<file path="config.mk">
export PLATFORM = sky130hd
export DESIGN_NAME = change_dispense_ctrl
export DESIGN_NICKNAME = d
export VERILOG_FILES = /design/src/rtl/change_dispense_ctrl.sv
export SDC_FILE = /design/constraint.sdc
export NUM_CORES = 1
export LEC_CHECK = 0
export BUFFER_PORTS_ARGS = -buffer_cell sky130_fd_sc_hd__buf_2
export CAP_MARGIN = 20
export CELL_PAD_IN_SITES_DETAIL_PLACEMENT = 0
export CELL_PAD_IN_SITES_GLOBAL_PLACEMENT = 1
export CORE_UTILIZATION = 40
export DETAILED_ROUTE_END_ITERATION = 6
export GPL_TIMING_DRIVEN = 0
export PLACE_DENSITY = 0.81
export SLEW_MARGIN = 20
export SYNTH_ARGS = -nofsm -noshare
export SYNTH_HDL_FRONTEND = slang
export SYNTH_SLANG_ARGS = --single-unit
</file>
<file path="constraint.sdc">
create_clock -name clk -period 2.8 [get_ports clk]
set_input_delay 0.14 -clock clk [delete_from_list [all_inputs] [get_ports clk]]
set_output_delay 0.14 -clock clk [all_outputs]
set_load 0.02 [all_outputs]
</file>
<file path="src/rtl/change_dispense_ctrl.sv">
// ---------------------------------------------------------------------------
// change_dispense_ctrl
//
// Sequencing controller for the vending machine change subtractor. A vend
// request latches the paid amount and the item price. The controller then
// forms paid - price with a two's-complement subtract (a + ~b + 1, where the
// borrow is the inverted carry-out). It hands the result to the coin ejector
// one coin at a time over a valid/ack handshake. When paid < price the whole
// paid amount is refunded instead and the shortfall is flagged.
//
// Ports:
//   clk         rising-edge system clock
//   rst         asynchronous, active-high reset
//   start       vend request pulse, only sampled while idle
//   paid        amount inserted (0..31), sampled with start
//   price       item price (0..31), sampled with start
//   coin_ack    ejector accepted the offered coin
//   busy        high whenever a transaction is in progress
//   coin_valid  a coin is being offered to the ejector
//   coin_type   offered coin: 2'b10 = 10, 2'b01 = 5, 2'b00 = 1
//   change_amt  latched amount to dispense for this transaction
//   remaining   amount still to be dispensed
//   coin_count  coins handed over in the current transaction
//   short       paid < price, the transaction is a refund
//   done        one-cycle pulse marking the end of a transaction
// ---------------------------------------------------------------------------
module change_dispense_ctrl (
    input  logic       clk,
    input  logic       rst,
    input  logic       start,
    input  logic [4:0] paid,
    input  logic [4:0] price,
    input  logic       coin_ack,
    output logic       busy,
    output logic       coin_valid,
    output logic [1:0] coin_type,
    output logic [4:0] change_amt,
    output logic [4:0] remaining,
    output logic [2:0] coin_count,
    output logic       short,
    output logic       done
);

    typedef enum logic [2:0] {
        IDLE   = 3'd0,
        CALC   = 3'd1,
        SELECT = 3'd2,
        OFFER  = 3'd3,
        DONE   = 3'd4
    } state_t;

    state_t     state;
    logic [4:0] paid_q;
    logic [4:0] price_q;
    logic [5:0] diff;

    // Face value of a coin code. Code 2'b11 is never latched, so it is
    // folded into the 1-unit case.
    function automatic logic [4:0] coin_value(input logic [1:0] code);
        case (code)
            2'b10:   coin_value = 5'd10;
            2'b01:   coin_value = 5'd5;
            default: coin_value = 5'd1;
        endcase
    endfunction

    // Subtract datapath: paid + ~price + 1. Bit 5 is the carry-out, so a
    // clear bit 5 means a borrow, which means paid < price.
    always_comb begin
        diff = {1'b0, paid_q} + {1'b0, ~price_q} + 6'd1;
    end

    // Single-process FSM. Every output is a register that is updated on the
    // transition into the state where it matters.
    always_ff @(posedge clk or posedge rst) begin
        if (rst) begin
            state      <= IDLE;
            paid_q     <= 5'd0;
            price_q    <= 5'd0;
            busy       <= 1'b0;
            coin_valid <= 1'b0;
            coin_type  <= 2'b00;
            change_amt <= 5'd0;
            remaining  <= 5'd0;
            coin_count <= 3'd0;
            short      <= 1'b0;
            done       <= 1'b0;
        end else begin
            case (state)
                IDLE: begin
                    if (start) begin
                        paid_q     <= paid;
                        price_q    <= price;
                        coin_count <= 3'd0;
                        short      <= 1'b0;
                        busy       <= 1'b1;
                        state      <= CALC;
                    end
                end
                CALC: begin
                    if (diff[5]) begin
                        change_amt <= diff[4:0];
                        remaining  <= diff[4:0];
                        short      <= 1'b0;
                    end else begin
                        change_amt <= paid_q;
                        remaining  <= paid_q;
                        short      <= 1'b1;
                    end
                    state <= SELECT;
                end
                SELECT: begin
                    if (remaining == 5'd0) begin
                        done  <= 1'b1;
                        state <= DONE;
                    end else begin
                        if (remaining >= 5'd10) begin
                            coin_type <= 2'b10;
                        end else if (remaining >= 5'd5) begin
                            coin_type <= 2'b01;
                        end else begin
                            coin_type <= 2'b00;
                        end
                        coin_valid <= 1'b1;
                        state      <= OFFER;
                    end
                end
                OFFER: begin
                    // coin_valid and coin_type stay put until the ejector acks.
                    if (coin_ack) begin
                        coin_valid <= 1'b0;
                        remaining  <= remaining - coin_value(coin_type);
                        coin_count <= coin_count + 3'd1;
                        state      <= SELECT;
                    end
                end
                DONE: begin
                    done  <= 1'b0;
                    busy  <= 1'b0;
                    state <= IDLE;
                end
                default: begin
                    state <= IDLE;
                end
            endcase
        end
    end

endmodule
</file>
# Word-level counts from Yosys, hierarchy flattened
# Index checks and enable logic that the tools add are counted.
# totals
reg_bits	32
output_inout_bits	19
elab_cells	71
# op_classes
add_sub_neg	4
order_cmp	2
eq_ne	10
n_mux	25
bitwise_logic	2
n_reduce_logical	17
# op_table
op	count
5-bit 2-to-1 mux	4
3-bit 2-to-1 mux	5
2-bit AND reduction	7
3-bit case mux with 4 select lines	1
2-bit nonzero test	6
5-bit case mux with 2 select lines	1
2-bit != test, second input constant	4
1-bit case mux with 2 select lines	4
4-bit case mux with 2 select lines	1
1-bit 2-to-1 mux	7
5-bit by 5-bit adder with 6-bit output	1
6-bit by 1-bit adder with 6-bit output, second input constant	1
3-bit by 2-bit == test with 1-bit output, second input constant	2
3-bit case mux with 2 select lines	1
3-bit AND reduction	2
5-bit by 3-bit greater-or-equal comparator with 1-bit output, second input constant	1
5-bit by 4-bit greater-or-equal comparator with 1-bit output, second input constant	1
5-bit zero test	1
5-bit inverter	1
5-bit subtractor	1
3-bit by 1-bit adder with 3-bit output, second input constant	1
3-bit by 1-bit == test with 1-bit output, second input constant	1
3-bit == test, second input constant	1
3-bit zero test	1
other kinds (4)	4

# Depth between registers and ports, before layout
# logic_depth
depth_word	7
ltp_mapped	8
ltp_nobuf	8

# Worst setup path before layout
# OpenSTA, ideal clock, no wires.
# synth_path
path_type	reg-to-reg
startpoint	register coin_type[0]
endpoint	register remaining[4]
setup_time_ns	0.124
arrival_ns	1.957
setup_slack_ns	0.719
stages_incl_launch_ff	9
n_path_buf	0
period_less_slack_ns	2.081
path_cell_list	dfrtp_1 > nand2b_1 > ha_1 > inv_1 > fa_1 > a21o_1 > a21oi_1 > o21ai_0 > a211o_1
# synth_between
elab_chain_cells	7
elab_cells_between_ends	8
# synth_rtl
item	line_no	rtl
start, declared	36	output logic [1:0] coin_type,
start signal, assigned	82	coin_type <= 2'b00;
start signal, assigned	118	coin_type <= 2'b10;
start signal, assigned	120	coin_type <= 2'b01;
2-bit by 1-bit == test with 1-bit output or 2-bit == test (tied branches)	60	case (code)
4-bit case mux with 2 select lines *	60	
5-bit 2-to-1 mux *	130	if (coin_ack) begin
5-bit 2-to-1 mux *	89	case (state)
5-bit subtractor *	132	remaining <= remaining - coin_value(coin_type);
5-bit 2-to-1 mux *	130	
5-bit case mux with 2 select lines *	89	
end signal, assigned	103	remaining <= diff[4:0];
end signal, assigned	107	remaining <= paid_q;
end signal, assigned	132	
end, declared	38	output logic [4:0] remaining,
# Mark *: on every way between the ends. The rest lies on a longest branch, timed or not. The select of a mux whose other input is x is not followed.
# A chain may end at the register's enable or synchronous reset.

# Worst setup path in the final report
# Ends and elaborated chain as after synthesis.

==> qor.yml <==
run_status:
  status: "complete, no violations"
power_and_ir_drop:
  irDropWorstVdd_mv: 0.363
  leakage_nw: 1.04
  power_density_nw_per_um2: 967
cells_and_area:
  finalInstanceArea_sq_um: 2100
  drive_gt1_share_pct: 24.6
  nets: 249
  area_delta_synth_final_pct: 18.1
  diodes: 0
clock_network:
  postCtsHoldBufs: 1
  root_buffer: "clkbuf_8"
  post_cts_resize_count: 0
  cts_max_path_buffers: 2
  worstSkewPairLatency_ns: 0.28
  cts_tree: "yes"
  clock_sinks: 32
  clkTransAtPathRegs_ns: 0.06
  post-cts-setup-buffers: 0
  cts_made_buffers: 5
  htreeDepth: 2
sta:
  fin_crit_ns: 2.10
  hold_violations: 0
  setup_viol: 0
  setup_slack_ns: 0.698
  slew_viol_final: 0
  period_share_pct: 75.1
  max_slew_margin_pct: 55.0
  clock.fmax_ghz: 0.476
  fin_setup_tns_ns: 0
  skew_ns: 0.00326
  rsz0062_at_grt: "false"
  worst_pin_slew_ns: 0.674
floorplanning:
  die_h_microns: 68.7
  die_w_microns: 68.7
  ios: 33
  core_region_area_sq_um: 4140
  initial_utilization_pct: 42.9
  dieArea_sq_um: 4720
  row_count: 23
global_route:
  grt_pass1_wl_microns: 5870
  grt_antenna_before_repair: 0
  gr-total-overflow: 0
  grt_start_max_net_pins: 33
  first_global_vias: 1261
  grt_usage_pct: 17.5
critical_path:
  path_depth: 8
  worstSetupEndpointType: "register"
  critPathMaxStageDelay_ns: 0.39
  critPathCapture: "remaining[4]"
  crit_path_cell_trace: "nand2b_1, ha_1, inv_1, fa_1, a21o_1, a21oi_1, o21ai_0, a211o_1"
  slowest_stage: "fa_1"
  cp.arrival_ns: 2.27
  r2r-start: "coin_type[0]"
  rr_worst_depth: 8
  startpoint: "coin_type[0]"
  required_ns: 2.97
  worst-setup-path-type: "reg2reg"
  r2r_slack_ns: 0.70
  path_buf_inv: 1
  crit_family: "compound AO/OA/AOI/OAI gates"
  start_kind: "register"
  path_max_fanout: 4
  r2r_end: "remaining[4]"
route:
  vias: 1440
  ant_nets: 0
  wirelength_microns: 3550
  dr_wl_met3_microns: 178
  routedWlPerCell_microns: 13.0
  top_layer_used: "met4"
  vias_per_cell: 5.26
  drt_iter0_drc: 56
  drtPass1Iterations: 4
  dr_wl_met2_microns: 1460
  route.layer.met1.wl_microns: 1850
  drc: 0
placement:
  pre_cts_ws_ns: 0.704
  dpl_cell_area_sq_um: 2000
  gp_congestion: 0.829
  hpwlAfterDp_microns: 2670
  io_buffers: 32
yosys:
  synth-edff-count: 0
  netlist_area_sq_um: 1780
  synth_seq_area_share_pct: 45.0
  yosys_warnings: 0
  synth_cells: 183
  async_reset_ff_share_pct: 100
  ys.flop_type: "dfrtp_1"
  yosysTopAreaCell: "dfrtp_1"
  synth_seq_cells: 32
  synth_cell_types: 42
  syn_nets: 209
  avgSynthCellArea_sq_um: 9.72
  yosys.area.top_type_share_pct: 45.0
  synth.area.top_cells: "dfrtp_1 45%, ha_1 7.0%, nand2_1 4.0%"
worst_hold_path:
  hp-class: "in2reg"
job:
  cap_violations: 0
[how the worst min path moves through the flow]
| stage | from | endpoint | depth (start not counted) |
|---|---|---|---|
| 6_report | price[3] | price_q[3] | 3 |
| 3_3_place_gp | price[4] | price_q[4] | 3 |
| 2_1_floorplan | rst | busy | 1 |
| 3_5_place_dp | rst | coin_count[0] | 2 |
| 5_1_grt | paid[2] | paid_q[2] | 2 |
| 4_1_cts | price[3] | price_q[3] | 3 |
[per-layer routing]
layer | global-route usage, % | vias to the layer above
li1 | - | 722
met1 | 23.9 | 680
met2 | 25.0 | 32
met3 | 5.76 | 6
met4 | 7.65 | 0
met5 | 0 | -
[through the flow]
| stage | cells | hold slack [ns] | total power [mW] | utilization (%) |
|---|---|---|---|---|
| floorplan | 183 | 0.256 | 1.44 | - |
| global placement | 265 | 0.347 | 1.68 | 48.3 |
| detailed placement | 265 | 0.284 | 1.69 | 48.3 |
| CTS | 274 | 0.0533 | 2.06 | 50.7 |
| global route | 274 | 0.0741 | 2.23 | 50.7 |
| finish | 274 | 0.0568 | 2.03 | 50.7 |
[kinds of logic (layout without fill, tap and decap cells)]
| group | count (synthesis) | after routing | share of synthesized area, % |
|---|---|---|---|
| AND/OR/NAND/NOR | 63 | 63 | 18.1 |
| AO/OA/AOI/OAI | 50 | 50 | 18.3 |
| flip-flops | 32 | 32 | 45.0 |
| buffers and inverters | 16 | 57 | 3.73 |
| adder cells (fa/ha/maj) | 12 | 12 | 9.28 |
| multiplexers | 6 | 6 | 3.66 |
| XOR/XNOR | 4 | 4 | 1.97 |
[cell type report]
class                      instances  area (sq um)
sequential                        32           801
timing repair buffer              33           170
clock buffer                       8          90.1
multi-input combinational        135           912
tap                               50          62.6
fill                             411          2040
inverter                          11          41.3
buffer                             5          25.0
[cell usage in the layout (no fill, tap or decap), types with 2 or more instances in the layout]
cell	synthesis	final
nor2b_1	5	5
o21a_1	4	4
ha_1	10	10
and3_1	3	3
clkbuf_1	0	2
buf_2	5	37
a31oi_1	4	4
xor2_1	2	2
inv_1	11	10
fa_1	2	2
o221a_2	3	3
clkbuf_8	0	6
nand2b_1	8	8
nor2_1	15	15
a21oi_1	11	11
a21o_1	3	3
mux2_2	4	4
xnor2_1	2	2
o22ai_1	3	3
dfrtp_1	32	32
nand2_1	19	19
or2_1	2	2
o21ai_0	13	13
mux2i_1	2	2
[cell usage after synthesis (4+ instances only)]
library cell,instances
dfrtp_1,32
nand2_1,19
nor2_1,15
o21ai_0,13
a21oi_1,11
inv_1,11
ha_1,10
nand2b_1,8
buf_2,5
nor2b_1,5
a31oi_1,4
mux2_2,4
o21a_1,4
[tightest hold or removal path: cells and delay by family]
| family | cells | cell delay, ns |
|---|---|---|
| simple gates | 1 | 0.03 |
| buf+inv | 1 | 0.07 |
| compound gates | 1 | 0.05 |
[state kept, by name, summed over array words and instances (netlist names)]
signal      cells
remaining       5
done            1
short           1
busy            1
change_amt      5
paid_q          5
coin_count      3
state           3
price_q         5
coin_valid      1
coin_type       2
[power by group]
group	internal (mW)	switching [mW]
logic	0.407	0.517
clock network	0.200	0.160
registers	0.618	0.132
total	1.22	0.809
Power figures use the tool's default switching activity.
